==> config.mk <==
export PLATFORM = sky130hd
export DESIGN_NAME = alu_src_arbiter
export DESIGN_NICKNAME = d
export VERILOG_FILES = /design/src/rtl/alu_src_arbiter.sv
export SDC_FILE = /design/constraint.sdc
export NUM_CORES = 1
export LEC_CHECK = 0
export CAP_MARGIN = 20
export CELL_PAD_IN_SITES_DETAIL_PLACEMENT = 0
export CELL_PAD_IN_SITES_GLOBAL_PLACEMENT = 2
export CORE_ASPECT_RATIO = 1.75
export CORE_MARGIN = 5
export CORE_UTILIZATION = 25
export DETAILED_ROUTE_END_ITERATION = 8
export DONT_BUFFER_PORTS = 1
export GPL_TIMING_DRIVEN = 0
export PLACE_DENSITY_LB_ADDON = 0.2
export SETUP_SLACK_MARGIN = 0.15
export SYNTH_ARGS = -nofsm -noshare
export SYNTH_HDL_FRONTEND = slang
export SYNTH_SLANG_ARGS = --single-unit
export TNS_END_PERCENT = 1
==> constraint.sdc <==
create_clock -name clk -period 4.6 [get_ports clk]
set_input_delay 1.38 -clock clk [delete_from_list [all_inputs] [get_ports clk]]
set_output_delay 1.38 -clock clk [all_outputs]
set_load 0.005 [all_outputs]
==> src/rtl/alu_src_arbiter.sv <==
// Round-robin sharing of one ALU and its operand-B mux between a shift requester (0)
// and a register requester (1). Define ALU_ARB_FIXED_PRIO_EN for fixed priority to requester 0.
module alu_src_arbiter (
   input  logic        clk,
   input  logic        rst_n,
   input  logic        req0_valid,
   output logic        req0_ready,
   input  logic [31:0] req0_a,
   input  logic [4:0]  req0_shamt,
   input  logic [2:0]  req0_op,
   input  logic        req1_valid,
   output logic        req1_ready,
   input  logic [31:0] req1_a,
   input  logic [31:0] req1_b,
   input  logic [2:0]  req1_op,
   output logic        mux_s,
   output logic [4:0]  mux_d0,
   output logic [31:0] mux_d1,
   output logic [31:0] alu_a,
   output logic [2:0]  alu_op,
   input  logic [31:0] alu_y,
   output logic        rsp_valid,
   input  logic        rsp_ready,
   output logic        rsp_id,
   output logic [31:0] rsp_data
);

   localparam int DATA_W  = 32;
   localparam int SHAMT_W = 5;
   localparam int OP_W    = 3;

   typedef enum logic [1:0] {
      IDLE  = 2'd0,
      ISSUE = 2'd1,
      RESP  = 2'd2
   } state_t;

   state_t state, state_nxt;

   logic acc_win;
   logic grant0, grant1;
   logic accept;

   logic               sel_p0;
   logic [SHAMT_W-1:0] d0_p0;
   logic [DATA_W-1:0]  d1_p0;
   logic [DATA_W-1:0]  a_p0;
   logic [OP_W-1:0]    op_p0;
   logic               id_p0;
   logic [DATA_W-1:0]  data_p1;
   logic               vld_p1;

`ifdef ALU_ARB_FIXED_PRIO_EN
   always_comb begin
      grant0 = req0_valid;
      grant1 = req1_valid & ~req0_valid;
   end
`else
   // last_grant = 1 means requester 1 won most recently, so requester 0 wins a tie
   logic last_grant;

   always_comb begin
      grant0 = req0_valid & (~req1_valid | last_grant);
      grant1 = req1_valid & (~req0_valid | ~last_grant);
   end

   always_ff @(posedge clk or negedge rst_n) begin
      if (!rst_n)
         last_grant <= 1'b1;
      else if (accept)
         last_grant <= req1_ready;
   end
`endif

   // Readies are held low while reset is asserted even though the state decodes as IDLE
   assign acc_win    = rst_n & ((state == IDLE) | ((state == RESP) & rsp_ready));
   assign req0_ready = acc_win & grant0;
   assign req1_ready = acc_win & grant1;
   assign accept     = req0_ready | req1_ready;

   always_ff @(posedge clk or negedge rst_n) begin
      if (!rst_n)
         state <= IDLE;
      else
         state <= state_nxt;
   end

   always_comb begin
      state_nxt = state;
      case (state)
         IDLE:    if (accept) state_nxt = ISSUE;
         ISSUE:   state_nxt = RESP;
         RESP:    if (rsp_ready) state_nxt = accept ? ISSUE : IDLE;
         default: state_nxt = IDLE;
      endcase
   end

   // ---- stage p0: drive registers, loaded only on acceptance
   always_ff @(posedge clk or negedge rst_n) begin
      if (!rst_n) begin
         sel_p0 <= 1'b0;
         d0_p0  <= '0;
         d1_p0  <= '0;
         a_p0   <= '0;
         op_p0  <= '0;
         id_p0  <= 1'b0;
      end else if (accept) begin
         sel_p0 <= req1_ready;
         d0_p0  <= req1_ready ? '0 : req0_shamt;
         d1_p0  <= req1_ready ? req1_b : '0;
         a_p0   <= req1_ready ? req1_a : req0_a;
         op_p0  <= req1_ready ? req1_op : req0_op;
         id_p0  <= req1_ready;
      end
   end

   // ---- stage p1: ALU result captured at the end of the ISSUE cycle
   always_ff @(posedge clk or negedge rst_n) begin
      if (!rst_n)
         data_p1 <= '0;
      else if (state == ISSUE)
         data_p1 <= alu_y;
   end

   assign vld_p1    = (state == RESP);

   assign mux_s     = sel_p0;
   assign mux_d0    = d0_p0;
   assign mux_d1    = d1_p0;
   assign alu_a     = a_p0;
   assign alu_op    = op_p0;
   assign rsp_valid = vld_p1;
   assign rsp_id    = id_p0;
   assign rsp_data  = data_p1;

endmodule
After elaboration in Yosys (flattened, before gate mapping). Index checks and enable logic that the tools add are counted.

Output and inout bits: 109. Latch bits: 0. Memories kept: 0. Memory bits (read-only): 0. Logic and storage cells: 35. Register bits after elaboration: 108. RAM bits: 0. Input bits: 144.

Add/subtract/negate cells: 0. Eq/ne operators: 4. Multiply operators: 0. Magnitude comparators: 0. Bitwise operators: 13. Divide/modulo/power cells: 0. Shift-type cells: 0. Reductions and logical operators: 2. Muxes and demuxes: 8.

Operator list (count): $mux W32 (2); $and A1 B1 Y1 (6); $pmux W2 S3 (1); $mux W5 (1); $mux W2 (2); $or A1 B1 Y1 (4); $mux W3 (1); $not A1 Y1 (3); $eq A2 B1 Y1 const B (1); $eq A2 B2 Y1 const B (1); $logic_not A2 Y1 (1); $ne A2 B1 Y1 const B (1); $ne A2 B2 Y1 const B (1); $reduce_and A2 Y1 (1); $mux W1 (1).

Logic depth before layout (Yosys ltp). Gate-level depths: netlist of the first run.

Depth after elaboration: 9. Depth in mapped cells: 7. Gate-level depth less buffers: 4.

Least setup slack after synthesis of the first run. Ideal clock, no wire load.

Kind: in2out. From: input req1_valid. To: output req1_ready. Stages on the path: 4. Data required time: 3220 ps. Slack: 1098 ps. Path buffers: 2. Data arrival time: 2122 ps. Path through: a21bo_1 > buf_2 > nor3_4 > buf_2.

Longest elaborated chain between the ends: 2.

RTL lines: start, declared (RTL line 11) `input logic req1_valid,`; $and A1 B1 Y1 (RTL line 64) `grant1 = req1_valid & (~req0_valid | ~last_grant);`; $and A1 B1 Y1 (RTL line 78) `assign req1_ready = acc_win & grant1;`; end, declared (RTL line 12) `output logic req1_ready,`.

Every way passes these cells.

Worst setup path after layout of the first run.
From: input req1_valid. To: output req0_ready.

Longest elaborated chain between the ends: 4.

RTL lines: $not A1 Y1 (RTL line 63) `grant0 = req0_valid & (~req1_valid | last_grant);`; $or A1 B1 Y1 (RTL line 63); $and A1 B1 Y1 (RTL line 63); $and A1 B1 Y1 (RTL line 77) `assign req0_ready = acc_win & grant0;`; end, declared (RTL line 7) `output logic req0_ready,`.

Every way passes these cells.

==> results of run 1 <==
[placed cells by master (no fill, tap or decap), drive strengths merged]
| cell type | Yosys | final |
|---|---|---|
| nor2b | 4 | 4 |
| buf | 20 | 20 |
| clkinv | 1 | 3 |
| clkinvlp | 0 | 1 |
| nor4 | 1 | 1 |
| dfrtp | 107 | 107 |
| dfstp | 1 | 1 |
| clkbuf | 13 | 24 |
| nand4 | 10 | 10 |
| mux2 | 32 | 32 |
| and2 | 1 | 1 |
| a22o | 32 | 32 |
| nor2 | 2 | 2 |
| a21bo | 1 | 1 |
| a31oi | 2 | 2 |
| o21ai | 1 | 1 |
| or3 | 1 | 1 |
| inv | 2 | 3 |
| o31ai | 6 | 6 |
| o32ai | 35 | 35 |
| nand2b | 5 | 5 |
| a2bb2oi | 35 | 35 |
| nor3 | 1 | 1 |
| bufinv | 0 | 1 |
| nand3 | 5 | 5 |
[sequential cells by signal, summed over array words and instances, names as in the netlist]
| register | cells |
|---|---|
| alu_a | 32 |
| alu_op | 3 |
| last_grant | 1 |
| mux_d0 | 5 |
| mux_d1 | 32 |
| rsp_data | 32 |
| rsp_id | 1 |
| state | 2 |
[per-stage QoR]
step	power, mW	cells	instance area (um^2)	setup slack, ns
final	2.81	572	5250	0.696
after global routing	2.99	572	5250	0.576
after CTS	2.89	572	5250	0.607
after detailed placement	2.07	556	4960	0.630
after global placement	2.06	556	4960	0.616
after floorplan	1.88	318	4660	1.10
[routing by layer]
layer / up-vias / GRT usage (%) / wire [um]
li1: 1275 / - / -
met1: 1491 / 13.0 / 4660
met2: 151 / 22.1 / 7380
met3: 16 / 3.97 / 1140
met4: 0 / 5.18 / 295
met5: - / 0 / 0
[critical path: cells and delay by family]
family	cells	cell delay, ns
buffers and inverters	2	0.86
AND/OR/NAND/NOR	2	0.29
[cells by family (layout without fill, tap and decap cells)]
group / after synthesis / after routing
muxes: 32 / 32
DFF: 108 / 108
AOI/OAI and AO/OA: 112 / 112
buffers and inverters: 36 / 52
and+or+nand+nor: 30 / 30
[final cells by class]
cell class	count	area, um^2
Multi-Input combinational cell	174	1700
Fill cell	1934	13200
Sequential cell	108	2700
Inverter	3	23.8
Tap cell	238	298
Clock inverter	5	60.1
Buffer	33	230
Clock buffer	11	233
[final timing paths]
check | startpoint | endpoint | cells past startpoint
max | req1_valid | req0_ready | 4
min reg2reg | mux_d1[16] | mux_d1[16] | 1
min | mux_d1[16] | mux_d1[16] | 1
max reg2reg | state[0] | alu_a[1] | 5
max in group asynchronous | rst_n | last_grant | 0
min in group asynchronous | rst_n | alu_a[4] | 0
[power groups by stage]
stage | clock network, mW | registers [mW] | logic, mW
6_report | 0.783 | 1.48 | 0.556
5_1_grt | 0.861 | 1.51 | 0.614
4_1_cts | 0.827 | 1.49 | 0.570
3_5_place_dp | 0 | 1.50 | 0.570
3_3_place_gp | 0 | 1.51 | 0.553
2_1_floorplan | 0 | 1.41 | 0.478
==> impl_metrics.py, run 1 <==
metrics = {
    "cts": {
        "clockBufferDepth": 2,
        "cts_max_level": 3,
        "clock_latency_ns": 0.35,
        "cts_hold_buf": 0,
        "cts_buffers": 9,
        "clk_pin_slew_ns": 0.07,
        "cts_resized": 0,
        "clockRootBuffer": "clkbuf_16",
        "cts_tree": "built",
        "cts_sinks": 108,
        "post-cts-setup-buffers": 0,
    },
    "die": {
        "io_pins": 253,
        "die_w_um": 113,
        "die_h_um": 191,
        "dieArea_mm2": 0.0216,
        "rows": 66,
        "start_util_pct": 25.2,
        "coreArea_mm2": 0.0185,
    },
    "global_routing": {
        "grt_max_degree": 111,
        "grt_pass1_wl_mm": 20.4,
        "grt_pass1_vias": 3417,
        "grt_usage_pct": 12.3,
        "antenna_found_initial": 0,
        "grt-ovfl-total": 0,
    },
    "pwr": {
        "power.switching_mw": 0.843,
        "leakage_nw": 2.10,
        "ir_drop_v": 0.000183,
        "power.share.clock_pct": 27.8,
        "netSwitchingFraction_pct": 30.0,
        "p_seq_share_pct": 52.4,
        "comb_power_share_pct": 19.8,
        "powerDensity_mw_per_mm2": 536,
        "intPower_mw": 1.97,
    },
    "sta": {
        "max_slew_margin_pct": 55.7,
        "fin_hold_ws_ns": 0.534,
        "finalCriticalPeriod_ns": 3.90,
        "slew_violations": 0,
        "rsz0062_at_grt": "no",
        "skew_ns": 0.0125,
        "finalCritPeriodShare_pct": 84.9,
        "tns_ns": 0,
        "setup_violations": 0,
        "tightest_slew_ns": 0.662,
        "timing.fmax_mhz": 256,
        "hold_violations": 0,
    },
    "logic_synthesis": {
        "synthCells": 318,
        "syn_area_per_cell_um2": 14.7,
        "muxShareOfSynthArea_pct": 7.73,
        "synth_nets": 462,
        "synth_edf_count": 0,
        "synthSimpleGateAreaFrac_pct": 4.16,
        "yosys-top-cells-count": "107 x dfrtp_1, 35 x o32ai_1, 32 x a22o_1, 32 x mux2_2, 29 x a2bb2oi_2",
        "synthArstFlopShare_pct": 100,
        "yosysWarnings": 0,
        "synth_cell_types": 29,
        "synth.most_common_cell": "dfrtp_1",
        "ys_ff_latch": 108,
        "yosysTopAreaCell": "dfrtp_1",
        "synthesis.area_mm2": 0.00466,
        "synth_fa_ha_area_share_pct": 0,
        "synth_xor_area_share_pct": 0,
        "synth_compound_area_share_pct": 24.6,
        "netlist_top_cells_area": "dfrtp_1 57%, a2bb2oi_2 9.3%, mux2_2 7.7%, o32ai_1 6.6%, a22o_1 6.0%",
        "yosysTopAreaCellShare_pct": 57.5,
        "synth_top_family_by_area": "compound AO/OA/AOI/OAI gates",
        "synth-seq-area-share_pct": 58.0,
        "synth_flop_cell": "dfrtp_1",
    },
    "routing": {
        "num_vias": 2933,
        "post_drt_wl_per_cell_um": 23.5,
        "viasPerCell": 5.13,
        "drt-total-wl_mm": 13.5,
        "drc": 0,
        "drt_iter0_markers": 65,
        "drtAntennaViolNets": 0,
        "drt_pass1_iterations": 4,
    },
    "setup_path": {
        "critPathMaxStageDelay_ns": 0.45,
        "slowest_stage": "clkbuf_1",
        "end_kind": "primary output",
        "arrival_ns": 2.52,
        "path_cells": "nor2b_1 > clkbuf_1 > clkbuf_1 > nor4_1",
        "worstPathMaxFanout": 10,
        "critPathKind": "in -> out",
        "cpMostUsedCell": "clkbuf_1",
        "required_ns": 3.22,
        "start_kind": "input pin",
        "ff2ff_setup_slack_ns": 2.71,
    },
    "run_status": {
        "outcome": "completed",
    },
    "hold_path": {
        "hp-class": "reg -> reg",
    },
    "placed_design": {
        "port_buffers": 0,
        "gp_congestion": 0.734,
        "hpwl_mm": 10.2,
    },
    "layout": {
        "utilization_pct": 28.4,
        "areaGrowthSynthToFinish_pct": 12.7,
        "fin_nets": 473,
        "antennaDiodeCount": 0,
        "drive_gt1_share_pct": 29.9,
    },
    "job": {
        "max_cap_violations": 0,
    },
}
Note: power is estimated with default switching activity, not from simulation.
==> run 2: changes to the inputs <==
==> constraint.sdc (replaced) <==
create_clock -name clk -period 3.75 [get_ports clk]
set_input_delay 1.125 -clock clk [delete_from_list [all_inputs] [get_ports clk]]
set_output_delay 1.125 -clock clk [all_outputs]
set_load 0.005 [all_outputs]
==> results of run 2 <==
Same layout as run 1 (identical final DEF). Status: completed.
Main changes from that run: setup slack after placement 0.630 ns -> 0.290 ns; clock-pin slew on the worst setup and hold paths 0.07 ns -> 0.08 ns; setup slack after layout 0.696 ns -> 0.356 ns; hold slack 0.534 ns -> 0.462 ns; register-to-register setup slack 2.71 ns -> 1.86 ns; total power 2.81 mW -> 3.45 mW; worst IR drop on VDD 0.000183 V -> 0.000224 V
==> run 3: changes to the inputs <==
--- a/config.mk
+++ b/config.mk
@@ -11,6 +11,7 @@
 export CORE_ASPECT_RATIO = 1.75
 export CORE_MARGIN = 5
 export CORE_UTILIZATION = 25
+export CTS_BUF_LIST = sky130_fd_sc_hd__clkbuf_16
 export DETAILED_ROUTE_END_ITERATION = 8
 export DONT_BUFFER_PORTS = 1
 export GPL_TIMING_DRIVEN = 0
==> impl_metrics.py, run 3 (same netlist as run 1, synthesis figures left out) <==
metrics = {
    "setup_path": {
        "arrival_ns": 2.27,
        "timing.rr.start": "state[0]",
        "critPathKind": "in -> out",
        "path_cells": "nor2b_1 > clkbuf_1 > clkbuf_1 > nor4_1",
        "end_kind": "primary output",
        "slowest_stage": "clkbuf_1",
        "required_ns": 2.62,
        "critPathMaxStageDelay_ns": 0.45,
        "worstPathMaxFanout": 10,
        "cpMostUsedCell": "clkbuf_1",
        "reg2reg_depth": 5,
        "crit_path_start": "req1_valid",
        "start_kind": "input pin",
    },
    "die": {
        "die_w_um": 113,
        "rows": 66,
        "io_pins": 253,
        "die_h_um": 191,
        "start_util_pct": 25.2,
        "dieArea_mm2": 0.0216,
        "coreArea_mm2": 0.0185,
    },
    "layout": {
        "most-common-layout-cells": "107 x dfrtp_1, 35 x o32ai_1, 32 x a22o_1, 32 x mux2_2, 29 x a2bb2oi_2",
        "final_common_cell": "dfrtp_1",
        "drive_gt1_share_pct": 29.9,
        "multi_input_area_mm2": 0.00170,
        "antennaDiodeCount": 0,
        "stdcell_area_mm2": 0.00525,
        "fin_nets": 473,
        "nFillCells": 1934,
        "regArea_mm2": 0.00270,
        "areaGrowthSynthToFinish_pct": 12.7,
    },
    "pwr": {
        "p_seq_share_pct": 52.5,
        "power.share.clock_pct": 27.7,
        "intPower_mw": 2.41,
        "powerDensity_mw_per_mm2": 657,
        "comb_power_share_pct": 19.8,
        "power.switching_mw": 1.04,
        "ir_drop_v": 0.000223,
        "netSwitchingFraction_pct": 30.0,
        "power_mw": 3.45,
        "leakage_nw": 2.11,
    },
    "cts": {
        "cts_sinks": 108,
        "clk_pin_slew_ns": 0.08,
        "clockRootBuffer": "clkbuf_16",
        "cts_resized": 0,
        "post-cts-setup-buffers": 0,
        "clock_latency_ns": 0.35,
        "cts_buffers": 9,
        "cts_hold_buf": 0,
        "cts_max_level": 3,
        "clockBufferDepth": 2,
        "cts_tree": "built",
    },
    "global_routing": {
        "grt_pass1_vias": 3417,
        "antenna_found_initial": 0,
        "grt_usage_pct": 12.3,
        "grt-ovfl-total": 0,
        "grt_pass1_wl_mm": 20.4,
        "grt_max_degree": 111,
    },
    "sta": {
        "hold_violations": 0,
        "rsz0062_at_grt": "no",
        "slew_violations": 0,
        "skew_ns": 0.0127,
        "tightest_slew_ns": 0.662,
        "finalCriticalPeriod_ns": 3.39,
        "tns_ns": 0,
        "max_slew_margin_pct": 55.7,
        "setup_violations": 0,
        "timing.fmax_mhz": 295,
        "finalCritPeriodShare_pct": 90.5,
    },
    "routing": {
        "drt_pass1_iterations": 4,
        "post_drt_wl_per_cell_um": 23.6,
        "drc": 0,
        "drtAntennaViolNets": 0,
        "viasPerCell": 5.13,
        "num_vias": 2934,
        "drt-total-wl_mm": 13.5,
        "drt_iter0_markers": 65,
    },
    "placed_design": {
        "dpl_cell_area_mm2": 0.00496,
        "gp_congestion": 0.734,
        "port_buffers": 0,
        "hpwl_mm": 10.2,
    },
    "hold_path": {
        "hp-class": "in -> async",
    },
    "job": {
        "max_cap_violations": 0,
    },
    "run_status": {
        "outcome": "completed",
    },
}
==> run 3: power by group through the flow <==
stage               clock network [mW]  logic, mW  registers (mW)
global route                      1.05      0.754            1.85
detailed placement                   0      0.699            1.85
CTS                               1.01      0.699            1.83
floorplan                            0      0.586            1.73
finish                           0.956      0.683            1.81
global placement                     0      0.679            1.85
==> run 3: critical path, delay by kind of cell <==
family                 cells  cell delay (ns)
buffers and inverters      2             0.86
AND/OR/NAND/NOR            2             0.29
==> run 3: layout make-up <==
cell class | count | area share [%]
Sequential cell | 108 | 51.5
Clock inverter | 7 | 1.29
Tap cell | 238 | 5.67
Clock buffer | 9 | 4.29
Buffer | 33 | 4.39
Multi-Input combinational cell | 174 | 32.4
Inverter | 3 | 0.453
==> run 3: worst paths after layout <==
| kind | slack, ns | end |
|---|---|---|
| max reg2reg | 1.86 | alu_a[1] |
| min in group clk | 0.53 | mux_d1[16] |
| max in group asynchronous | 3.06 | last_grant |
| min | 0.46 | alu_a[4] |
| min reg2reg | 0.53 | mux_d1[16] |
| max | 0.36 | req0_ready |
==> run 3: stage by stage <==
| step | setup WS (ns) | cells | hold slack [ns] | util (%) |
|---|---|---|---|---|
| after floorplan | 0.758 | 318 | 0.489 | - |
| after global placement | 0.276 | 556 | 0.520 | 26.8 |
| after detailed placement | 0.290 | 556 | 0.521 | 26.8 |
| after CTS | 0.267 | 572 | 0.444 | 28.4 |
| after global routing | 0.236 | 572 | 0.438 | 28.4 |
| final | 0.356 | 572 | 0.462 | 28.4 |
==> run 3: routing by layer <==
layer  track usage (%)  wire length (um)  vias up
li1                  -                 -     1275
met1              13.0              4660     1491
met2              22.1              7380      152
met3              3.97              1140       16
met4              5.18               295        0
met5                 0                 0        -
